[config.mk]
export PLATFORM = sky130hd
export DESIGN_NAME = rf_wb_arbiter
export DESIGN_NICKNAME = d
export VERILOG_FILES = /design/src/rtl/rf_wb_arbiter.sv
export SDC_FILE = /design/constraint.sdc
export NUM_CORES = 1
export LEC_CHECK = 0
export ABC_CLOCK_PERIOD_IN_PS = 4100
export CELL_PAD_IN_SITES_DETAIL_PLACEMENT = 0
export CELL_PAD_IN_SITES_GLOBAL_PLACEMENT = 2
export CORE_MARGIN = 1.5
export CORE_UTILIZATION = 30
export CTS_CLUSTER_SIZE = 12
export DETAILED_ROUTE_END_ITERATION = 8
export HOLD_SLACK_MARGIN = 0.05
export PLACE_DENSITY_LB_ADDON = 0.12
export REMOVE_ABC_BUFFERS = 1
export SYNTH_ARGS = -nofsm -noshare
export SYNTH_HDL_FRONTEND = slang
export SYNTH_SLANG_ARGS = --single-unit
[constraint.sdc]
create_clock -name CLK -period 4.1 [get_ports CLK]
set_clock_uncertainty 0.1 [all_clocks]
set_input_delay 0.41 -clock CLK [delete_from_list [all_inputs] [get_ports CLK]]
set_output_delay 0.41 -clock CLK [all_outputs]
set_load 0.03 [all_outputs]
[src/rtl/rf_wb_arbiter.sv]
// rf_wb_arbiter
// Arbitrates the single register-file write port between pipeline writeback
// and the multicycle MDU. MDU results that lose to the pipeline wait in a small
// FIFO. A destination scoreboard holds decode on hazards against pending MDU
// writes. A starvation counter asks upstream for a bubble when the FIFO head
// has waited long enough.
//
// MDU handshake (valid/ready):
//   A result transfers on every rising edge where mdu_valid and mdu_ready are
//   both high. While mdu_valid is high and mdu_ready is low, the MDU holds
//   mdu_addr/mdu_data stable. mdu_ready depends only on the registered fill
//   level and on reset. It never depends on mdu_valid or on pipe_wr_en.
module rf_wb_arbiter #(
   parameter int FIFO_DEPTH = 2,
   parameter int STARVE_MAX = 4
) (
   input  logic                          CLK,
   input  logic                          RST_N,
   input  logic                          pipe_wr_en,
   input  logic [4:0]                    pipe_wr_addr,
   input  logic [31:0]                   pipe_wr_data,
   input  logic                          mdu_valid,
   output logic                          mdu_ready,
   input  logic [4:0]                    mdu_addr,
   input  logic [31:0]                   mdu_data,
   input  logic                          issue_valid,
   input  logic                          issue_fire,
   input  logic                          issue_mdu,
   input  logic [4:0]                    issue_rs1,
   input  logic [4:0]                    issue_rs2,
   input  logic [4:0]                    issue_rd,
   output logic                          hazard_stall,
   output logic                          wb_stall,
   output logic                          rf_we,
   output logic [4:0]                    rf_wa,
   output logic [31:0]                   rf_wd,
   output logic [31:0]                   busy,
   output logic [$clog2(FIFO_DEPTH):0]   fifo_count
);

   localparam int PW = $clog2(FIFO_DEPTH);
   localparam int CW = $clog2(STARVE_MAX + 1);
   localparam logic [PW:0]   DEPTH_C  = (PW + 1)'(FIFO_DEPTH);
   localparam logic [CW-1:0] STARVE_C = CW'(STARVE_MAX);

   // MDU result buffer (storage has no reset; validity comes from count_q)
   logic [4:0]    q_addr [FIFO_DEPTH];
   logic [31:0]   q_data [FIFO_DEPTH];
   logic [PW-1:0] rd_ptr;
   logic [PW-1:0] wr_ptr;
   logic [PW:0]   count_q;
   logic [PW:0]   count_d;

   logic [CW-1:0] starve_q;
   logic [CW-1:0] starve_d;

   logic [31:0]   busy_q;
   logic [31:0]   busy_d;
   logic [31:0]   busy_eff;
   logic [31:0]   clr_vec;
   logic [31:0]   set_vec;

   logic          fifo_empty;
   logic          fifo_full;
   logic          pipe_win;
   logic          mdu_xfer;
   logic          mdu_bypass;
   logic          fifo_push;
   logic          fifo_pop;
   logic          mdu_wr;

   // Source decisions: pipeline first, then FIFO head, then direct bypass
   always_comb begin
      fifo_empty = (count_q == '0);
      fifo_full  = (count_q == DEPTH_C);
      mdu_ready  = RST_N & ~fifo_full;
      mdu_xfer   = mdu_valid & mdu_ready;
      // A pipe write to x0 is no write at all, so the port stays free
      pipe_win   = RST_N & pipe_wr_en & (pipe_wr_addr != 5'd0);
      fifo_pop   = ~pipe_win & ~fifo_empty;
      mdu_bypass = ~pipe_win & fifo_empty & mdu_xfer & (mdu_addr != 5'd0);
      // Results for x0 are accepted and dropped, never buffered
      fifo_push  = mdu_xfer & ~mdu_bypass & (mdu_addr != 5'd0);
   end

   // Register-file write port mux
   always_comb begin
      rf_we  = 1'b0;
      rf_wa  = '0;
      rf_wd  = '0;
      mdu_wr = 1'b0;
      if (pipe_win) begin
         rf_we = 1'b1;
         rf_wa = pipe_wr_addr;
         rf_wd = pipe_wr_data;
      end else if (fifo_pop) begin
         rf_we  = 1'b1;
         rf_wa  = q_addr[rd_ptr];
         rf_wd  = q_data[rd_ptr];
         mdu_wr = 1'b1;
      end else if (mdu_bypass) begin
         rf_we  = 1'b1;
         rf_wa  = mdu_addr;
         rf_wd  = mdu_data;
         mdu_wr = 1'b1;
      end
   end

   // FIFO occupancy update; simultaneous push and pop cancel out
   always_comb begin
      count_d = count_q;
      case ({fifo_push, fifo_pop})
         2'b10:   count_d = count_q + (PW + 1)'(1);
         2'b01:   count_d = count_q - (PW + 1)'(1);
         default: count_d = count_q;
      endcase
   end

   // Starvation counter: counts undrained cycles of a waiting head, saturating
   always_comb begin
      if (fifo_empty || fifo_pop) begin
         starve_d = '0;
      end else if (starve_q != STARVE_C) begin
         starve_d = starve_q + CW'(1);
      end else begin
         starve_d = starve_q;
      end
   end

   // Scoreboard: an MDU write clears its bit, a new MDU issue sets it (set wins)
   always_comb begin
      clr_vec  = mdu_wr ? (32'd1 << rf_wa) : 32'd0;
      set_vec  = (issue_fire && issue_mdu && (issue_rd != 5'd0)) ? (32'd1 << issue_rd) : 32'd0;
      busy_d   = ((busy_q & ~clr_vec) | set_vec) & ~32'd1;
      // A register being written by the MDU this cycle no longer blocks decode
      busy_eff = busy_q & ~clr_vec;
   end

   // Stall outputs and visible state
   always_comb begin
      hazard_stall = issue_valid & (busy_eff[issue_rs1] | busy_eff[issue_rs2] | busy_eff[issue_rd]);
      wb_stall     = (starve_q == STARVE_C);
      busy         = busy_q;
      fifo_count   = count_q;
   end

   // Control state: pointers, occupancy, starvation counter, scoreboard
   always_ff @(posedge CLK or negedge RST_N) begin
      if (!RST_N) begin
         rd_ptr   <= '0;
         wr_ptr   <= '0;
         count_q  <= '0;
         starve_q <= '0;
         busy_q   <= '0;
      end else begin
         if (fifo_pop) begin
            rd_ptr <= rd_ptr + PW'(1);
         end
         if (fifo_push) begin
            wr_ptr <= wr_ptr + PW'(1);
         end
         count_q  <= count_d;
         starve_q <= starve_d;
         busy_q   <= busy_d;
      end
   end

   // FIFO storage write
   always_ff @(posedge CLK) begin
      if (fifo_push) begin
         q_addr[wr_ptr] <= mdu_addr;
         q_data[wr_ptr] <= mdu_data;
      end
   end

endmodule

==> results of run 1 <==
area by class of cell:
type / count / area (um^2)
well taps: 270 / 338
multi-input cells: 446 / 3150
clock inverters: 7 / 108
repair buffers: 288 / 2660
clock buffers: 9 / 225
flip-flops and latches: 112 / 3180
inverters: 19 / 71.3
fillers: 1972 / 10700
state kept, by name, summed over array words and instances (netlist names):
signal      count
starve_q        3
q_addr         10
fifo_count      2
busy           31
q_data         64
rd_ptr          1
wr_ptr          1
power groups by stage:
stage / combinational (W) / sequential, W / clock, W
floorplan: 0.00150 / 0.00191 / 0
global placement: 0.00350 / 0.00166 / 0
detailed placement: 0.00351 / 0.00165 / 0
CTS: 0.00367 / 0.00164 / 0.00102
global route: 0.00398 / 0.00167 / 0.00106
finish: 0.00374 / 0.00165 / 0.000995
worst max path at each step:
stage              endpoint  slack (ps)             from  depth (start not counted)
3_3_place_gp   hazard_stall        -800  pipe_wr_addr[4]                         13
5_1_grt        hazard_stall        -360           rd_ptr                         11
6_report       hazard_stall        -230  pipe_wr_addr[1]                         13
3_5_place_dp   hazard_stall        -740  pipe_wr_addr[4]                         14
2_1_floorplan  hazard_stall       -1480  pipe_wr_addr[3]                          9
4_1_cts        hazard_stall        -240    fifo_count[1]                         11
stage by stage:
stage | power [W] | hold WS [ps]
floorplan | 0.00342 | 14.4
global placement | 0.00516 | 363
detailed placement | 0.00516 | 359
CTS | 0.00633 | 118
global route | 0.00671 | 131
finish | 0.00638 | 110
kinds of logic after synthesis:
family | count (synthesis)
compound gates | 206
simple gates | 174
flops | 112
mux | 56
buf+inv | 55
xor+xnor | 6
fa+ha+maj | 3
other cells | 1
placed cells by master (no fill, tap or decap), types with 4 or more instances in the layout:
cell type | synthesis | final
clkdlybuf4s50_1 | 0 | 162
buf_4 | 1 | 108
nor2_1 | 93 | 90
edfxtp_1 | 74 | 74
a21oi_1 | 73 | 73
mux2i_1 | 42 | 42
dfrtp_1 | 38 | 36
o21ai_0 | 33 | 30
nand2_1 | 27 | 27
inv_1 | 17 | 17
o31ai_1 | 20 | 12
o31a_1 | 9 | 9
nand3_1 | 9 | 9
clkbuf_16 | 0 | 9
nor3_1 | 11 | 8
mux4_2 | 8 | 8
o21bai_1 | 8 | 7
o31ai_2 | 3 | 6
mux2_2 | 6 | 5
a31oi_1 | 5 | 5
nand2b_1 | 5 | 5
o31ai_4 | 0 | 5
o211ai_1 | 5 | 5
buf_12 | 0 | 5
nor2b_1 | 4 | 4
o311ai_0 | 4 | 4
xnor2_1 | 4 | 4
buf_6 | 1 | 4
routing by layer:
metal | vias up | share of wire | track usage
met4 | 0 | 0.026 | 0.0723
met1 | 2873 | 0.46 | 0.292
met2 | 226 | 0.46 | 0.342
li1 | 2850 | - | -
met3 | 34 | 0.050 | 0.0349
met5 | - | 0 | 0
what timing repair did:
action	in CTS	in global routing
setup buffers	9	4
hold endpoints to repair	11	0
setup endpoints to repair	1	1
pin swaps	20	14
resized for setup	39	18
hold buffers	2	0
==> impl_metrics.yaml, run 1 <==
status:
  run_status: "finished, violations left"
  violations: "setup timing"
routing:
  drtIter0Drc: 313
  ant_nets: 0
  firstDrtPassIters: 5
  vias: 5983
  avgRoutedWirePerCell_um: 19.9
  viasPerCell: 5.20
  drt_wl_total_mm: 22.9
  drcViolationCount: 0
global_routing:
  antenna_found_initial: 0
  grt_pass1_vias: 5974
  overflow: 0
  track_usage: 0.213
  grt_first_pass_wirelength_mm: 35.4
  grt_max_degree: 74
timing:
  setup_tns_ps: -234
  finalHoldViolCount: 0
  fin_crit_sh: 1.06
  max_slew.worst_pin.slew_ps: 700
  setup_violations: 1
  layout_min_cycle_time_ps: 4330
  layout_setup_ws_ps: -234
  rsz0062_at_grt: "true"
  fmax_mhz: 231
  finalMaxSlewViolations: 0
  relSlewSlack: 0.533
setup_path:
  cpLargestDelayFamily: "compound AO/OA/AOI/OAI gates"
  crit_required_ps: 3590
  endpoint_kind: "primary output"
  critPathMaxStageDelay_ps: 560
  start_kind: "primary input"
  path_cells: "dlygate4sd2_1 > or4_4 > buf_6 > a211oi_4 > a211oi_4 > buf_4 > o31a_1 > mux4_2 > nor3_2 > a211oi_2 > o22a_1 > o41a_1 > buf_6"
  cp.arrival_ps: 3820
  crit_slowest_cell: "or4_4"
  reg2reg_to: "busy[10]"
  ff2ff_path_depth: 8
  crit_fanout: 6
  r2r_slack_ps: 1470
  crit_buf_inv: 4
  r2r-start: "rd_ptr"
  crit_type: "primary input to primary output"
clock_network:
  clk_pin_slew_ps: 80
  cts_inserted_buffers: 9
  cts_root_buffer: "clkbuf_16"
  clockBufferDepth: 2
  cts.htree.levels: 3
  clock_latency_ps: 360
  clock_sinks: 112
  tritoncts: "done"
final_layout:
  postLayoutCellArea_mm2: 0.00973
  drive_gt1_frac: 0.218
  syn_to_final_growth_pct: 54.3
  final_cell_count_no_fill: 1151
  insertedDiodeCount: 0
  nets: 975
  utilization: 0.476
yosys:
  yosys.area.top_type_share: 0.352
  synth_area_leader_cell: "edfxtp_1"
  synth_top_family_by_area: "compound AO/OA/AOI/OAI gates"
  synthCells: 613
  synth_edf_count: 74
  synthSimpleGateAreaFrac: 0.124
  synth-adder-area-share: 0.00595
  synth_cell_types: 70
  synthMostInstantiatedCell: "nor2_1"
  yosysWarnings: 0
  synth_compound_area_frac: 0.216
  synth_area_mm2: 0.00631
  synth_xor_area_frac: 0.00833
  seq_area_frac_synth: 0.503
  synthMuxAreaShare: 0.106
  synth_area_per_cell_um2: 10.3
  netlist_top_cells_count: "nor2_1 (93), edfxtp_1 (74), a21oi_1 (73)"
  async_flop_share: 0.339
  ys_seq_elements: 112
  synth_ff_type: "edfxtp_1"
  netlist_top_cells_area: "edfxtp_1 (35%), dfrtp_1 (15%), mux2i_1 (6.7%)"
power_and_ir_drop:
  p_int_w: 0.00370
  switching_share: 0.421
  pwr-share-seq: 0.258
  combPwrFrac: 0.586
  vdd_drop_max_v: 0.000371
  p_switching_w: 0.00268
  power.density_mw_per_mm2: 656
  p_leak_nw: 3.74
  pwr-share-clk: 0.156
place:
  gp_congestion: 0.908
  preCtsSetupSlack_ps: -741
  io_buffer_count: 169
  hpwl_mm: 17.5
  placedCellCount: 1121
  dpl_cell_area_mm2: 0.00906
die:
  core-area_mm2: 0.0204
  initial_core_util: 0.309
  rows: 52
  die_area_mm2: 0.0219
  io_pins: 171
  die_x_um: 148
  die_y_um: 148
run:
  cap_violations: 0
min_path:
  hp-class: "primary input to asynchronous set/reset pin"
Power figures use the tool's default switching activity.
==> run 2, diff against run 1 <==
Settings changed: CORE_ASPECT_RATIO set to 0.9.
==> run 2 against run 1 <==
  * Worst setup slack lost 100 ps
  * Largest power group unchanged
  * The flow still finishes with violations (setup timing)
  * Clock power fell by 12%
  * Sequential power barely moved
  * Maximum frequency down 2.3%
  * Largest cell class unchanged
  * Critical endpoint unchanged
  * Sequential cell count is the same
  * Via count increased by 1.9%
  * Cell area fell by 1.6%
  * Combinational power is 2% lower
  * First-iteration DRC count rose by 58%
  * Non-clock buffer count shrank 6
==> impl_metrics.yaml, run 2 (synthesis gave the netlist of run 1 again) <==
setup_path:
  ff2ff_path_depth: 9
  cp.arrival_ps: 3930
  crit_buf_inv: 6
  crit_type: "primary input to primary output"
  path_cells: "clkdlybuf4s50_1 > and4bb_4 > a222oi_1 > buf_4 > or3_4 > buf_6 > o31a_1 > buf_4 > a211oi_2 > a2111oi_0 > buf_4 > o32a_1 > o41a_1 > buf_6"
  cpLargestDelayFamily: "compound AO/OA/AOI/OAI gates"
  crit_slowest_cell: "clkdlybuf4s50_1"
  crit_fanout: 11
  r2r-start: "fifo_count[1]"
  start_kind: "primary input"
  path_common_cell: "buf_4"
  reg2reg_to: "busy[12]"
  critPathMaxStageDelay_ps: 510
  endpoint_kind: "primary output"
  r2r_slack_ps: 1460
  crit_required_ps: 3590
routing:
  drcViolationCount: 0
  drt_wl_total_mm: 23.1
  vias: 6096
  avgRoutedWirePerCell_um: 19.9
  drtIter0Drc: 493
  viasPerCell: 5.25
  firstDrtPassIters: 5
  ant_nets: 0
die:
  rows: 50
  io_pins: 171
  initial_core_util: 0.305
  die_x_um: 156
  core-area_mm2: 0.0207
  die_y_um: 141
  die_area_mm2: 0.0219
final_layout:
  insertedDiodeCount: 0
  postLayoutCellArea_mm2: 0.00957
  syn_to_final_growth_pct: 51.8
  regMostFlops: "q_data"
  n_fill_cell: 1995
  largest_reg_flops: 64
  nets: 969
  layout_common_cells: "clkdlybuf4s50_1 (161), buf_4 (105), nor2_1 (90)"
  drive_gt1_frac: 0.207
  final_common_cell: "clkdlybuf4s50_1"
global_routing:
  grt_first_pass_wirelength_mm: 35.2
  grt_max_degree: 70
  overflow: 0
  track_usage: 0.212
  grt_pass1_vias: 5986
  antenna_found_initial: 0
place:
  hpwl_mm: 17.4
  dpl_cell_area_mm2: 0.00906
  io_buffer_count: 169
  preCtsSetupSlack_ps: -581
  gp_congestion: 0.924
timing:
  finalHoldViolCount: 0
  setup_violations: 1
  setup_tns_ps: -337
  fmax_mhz: 225
  finalMaxSlewViolations: 0
  layout_min_cycle_time_ps: 4440
  fin_crit_sh: 1.08
  max_slew.worst_pin.slew_ps: 649
  holdWs_ps: 65.6
  layout_setup_ws_ps: -337
  rsz0062_at_grt: "true"
  relSlewSlack: 0.567
status:
  run_status: "finished, violations left"
  violations: "setup timing"
clock_network:
  cts.htree.levels: 3
  cts_inserted_buffers: 9
  cts_root_buffer: "clkbuf_16"
  clk_pin_slew_ps: 80
  clock_latency_ps: 360
  tritoncts: "done"
  clock_sinks: 112
  clockBufferDepth: 2
power_and_ir_drop:
  p_leak_nw: 3.66
  vdd_drop_max_v: 0.000398
  power.density_mw_per_mm2: 644
  finalPower_w: 0.00616
min_path:
  hp-class: "primary input to asynchronous set/reset pin"
run:
  cap_violations: 0
## run 2: cell count changes in the layout (fill, tap and decap cells not counted), sizes merged
cell / delta
inv: -2
dlymetal6s2s: -1
clkinv: +4
dlygate4sd2: +2
bufinv: -2
buf: -5
dlygate4sd3: -1
clkdlybuf4s50: -1
## run 2: worst reg2reg max path, stage by stage, from the launching register on
cell      delay [ps]
dfrtp_2          440
and4bb_4         460
buf_4            150
a31oi_1           50
buf_4            150
o31a_1           310
buf_4            170
o31ai_2          410
buf_4            190
o21ai_0           80
## run 2: worst max-delay path by stage
| stage | cells past startpoint | endpoint | startpoint |
|---|---|---|---|
| after floorplan | 9 | hazard_stall | pipe_wr_addr[3] |
| after global placement | 13 | hazard_stall | pipe_wr_addr[3] |
| after detailed placement | 13 | hazard_stall | pipe_wr_addr[3] |
| after CTS | 11 | hazard_stall | rd_ptr |
| after global routing | 11 | hazard_stall | fifo_count[1] |
| final | 14 | hazard_stall | mdu_valid |
## run 2: per-layer routing
metal | global-route usage | vias to the layer above | part of all wire
met2 | 0.309 | 248 | 0.43
li1 | - | 2859 | -
met5 | 0 | - | 0
met3 | 0.0501 | 23 | 0.072
met1 | 0.317 | 2966 | 0.49
met4 | 0.0451 | 0 | 0.011
## run 2: final cells by class
type | count | area (um^2) | share of cell area
Clock inverter | 7 | 66.3 | 0.00693
Timing Repair Buffer | 282 | 2580 | 0.270
Multi-Input combinational cell | 446 | 3090 | 0.323
Clock buffer | 9 | 225 | 0.0235
Sequential cell | 112 | 3180 | 0.332
Inverter | 19 | 71.3 | 0.00745
Tap cell | 286 | 358 | 0.0374
## run 2: timing repair
item,4_1_cts,5_1_grt
pin swaps,10,3
gates resized for setup,36,7
endpoints found under the hold margin,1,0
gates cloned,1,0
buffers inserted,4,1
hold buffers,1,0
setup endpoints to repair,1,1
## run 2: power breakdown
group          switching (W)  internal, W
clock               0.000448     0.000426
combinational        0.00202      0.00163
sequential          0.000187      0.00146
## run 2: through the flow
stage | utilization | std cells
6_report | 0.462 | 1161
5_1_grt | 0.462 | 1161
4_1_cts | 0.460 | 1160
3_5_place_dp | 0.438 | 1138
3_3_place_gp | 0.438 | 1138
2_1_floorplan | - | 577
==> run 3, diff against run 2 <==
Settings changed: ABC_CLOCK_PERIOD_IN_PS 4100 to 5500, CORE_UTILIZATION 30 to 32.
Clock period 4.1 ns to 5.5 ns, I/O delays scaled along.
==> run 3 against run 2 <==
  * The run now ends clean
  * Die area down 6.1%
  * Worst setup slack better by 510 ps
  * Total power decreased by 32%
  * Critical endpoint unchanged
  * Largest power group unchanged
==> impl_metrics.yaml, run 3 (synthesis gave the netlist of run 1 again) <==
status:
  run_status: "completed"
clock_network:
  clk_pin_slew_ps: 80
  clockBufferDepth: 2
  clock_latency_ps: 360
  cts_root_buffer: "clkbuf_16"
  cts_inserted_buffers: 9
  postCtsSetupRepairBufs: 0
  tritoncts: "done"
  clock_sinks: 112
  cts.htree.levels: 3
final_layout:
  n_fill_cell: 1882
  syn_to_final_growth_pct: 37.0
  largest_reg_flops: 64
  drive_gt1_frac: 0.0883
  nets: 875
  postLayoutCellArea_mm2: 0.00864
  insertedDiodeCount: 0
  final_cell_count_no_fill: 1031
  layout_common_cells: "clkdlybuf4s50_1 (167), nor2_1 (90), edfxtp_1 (74)"
  final_common_cell: "clkdlybuf4s50_1"
  utilization: 0.450
  regMostFlops: "q_data"
die:
  die_x_um: 151
  die_area_mm2: 0.0206
  core-area_mm2: 0.0192
  rows: 48
  initial_core_util: 0.328
  die_y_um: 136
  io_pins: 171
timing:
  max_slew.worst_pin.slew_ps: 1170
  layout_min_cycle_time_ps: 5320
  fin_crit_sh: 0.968
  fmax_mhz: 188
  setup_tns_ps: 0
  finalMaxSlewViolations: 0
  relSlewSlack: 0.217
  holdWs_ps: 457
  finalHoldViolCount: 0
  setup_violations: 0
power_and_ir_drop:
  power.density_mw_per_mm2: 481
  vdd_drop_max_v: 0.000230
  p_leak_nw: 3.17
global_routing:
  antenna_found_initial: 0
  grt_pass1_vias: 5432
  grt_first_pass_wirelength_mm: 33.0
  overflow: 0
  grt_max_degree: 51
  track_usage: 0.215
routing:
  ant_nets: 0
  drt_wl_total_mm: 21.9
  viasPerCell: 5.55
  avgRoutedWirePerCell_um: 21.3
  drtIter0Drc: 490
  vias: 5723
  firstDrtPassIters: 5
  drcViolationCount: 0
setup_path:
  crit_required_ps: 4850
  reg2reg_to: "busy[8]"
  crit_fanout: 15
  crit_type: "primary input to primary output"
  r2r_slack_ps: 2310
  r2r-start: "rd_ptr"
  start_kind: "primary input"
  cp.arrival_ps: 4670
  ff2ff_path_depth: 5
  endpoint_kind: "primary output"
min_path:
  hp-start: "wr_ptr"
  whs_endpoint: "wr_ptr"
  hp-class: "register to register"
  min_path_cells: 1
place:
  io_buffer_count: 169
  dpl_cell_area_mm2: 0.00832
  placedCellCount: 1014
  hpwl_mm: 16.0
  gp_congestion: 0.919
run:
  cap_violations: 0
[run 3: worst max-delay path by stage]
stage / endpoint / start / depth (start not counted)
2_1_floorplan: hazard_stall / pipe_wr_addr[3] / 9
3_3_place_gp: hazard_stall / pipe_wr_addr[3] / 10
3_5_place_dp: hazard_stall / pipe_wr_addr[3] / 10
4_1_cts: hazard_stall / RST_N / 13
5_1_grt: hazard_stall / RST_N / 13
6_report: hazard_stall / RST_N / 13
[run 3: area by class of cell]
type	instances	area, um^2	share of cell area
Sequential cell	112	3170	0.367
Inverter	19	71.3	0.00825
Tap cell	250	313	0.0362
Timing Repair Buffer	188	1830	0.212
Multi-Input combinational cell	446	2950	0.342
Clock inverter	6	61.3	0.00710
Clock buffer	10	239	0.0277
[run 3: what timing repair did]
item,in CTS,in global routing
gates resized for setup,0,4
hold buffers,1,0
endpoints found under the hold margin,7,0
setup endpoints to repair,0,1
[run 3: critical path, cell delays in order]
cell and delay, ps:
dlygate4sd3_1 520, buf_2 230, and2_2 290, a222oi_1 690, nand3_1 160, buf_4 220
o31ai_1 350, nor2_1 90, a2111oi_1 480, a211oi_1 120, o32a_1 380, o41a_1 420
buf_4 180
[run 3: layer usage]
layer	track usage	vias up	part of all wire
met5	0	-	0
met4	0.0529	0	0.013
met3	0.0497	27	0.084
met2	0.308	283	0.43
met1	0.324	2755	0.47
li1	-	2658	-
[run 3: per-stage QoR]
step / power [W] / worst slack [ps]
2_1_floorplan: 0.00255 / -357
3_3_place_gp: 0.00350 / 277
3_5_place_dp: 0.00349 / 321
4_1_cts: 0.00418 / 112
5_1_grt: 0.00439 / -22.9
6_report: 0.00416 / 177
[run 3: where the power goes]
group	switching (W)	internal (W)	leakage (nW)
Clock	0.000342	0.000331	0.144
Combinational	0.00135	0.000897	1.86
Sequential	0.000152	0.00109	1.16
Total	0.00185	0.00231	3.17
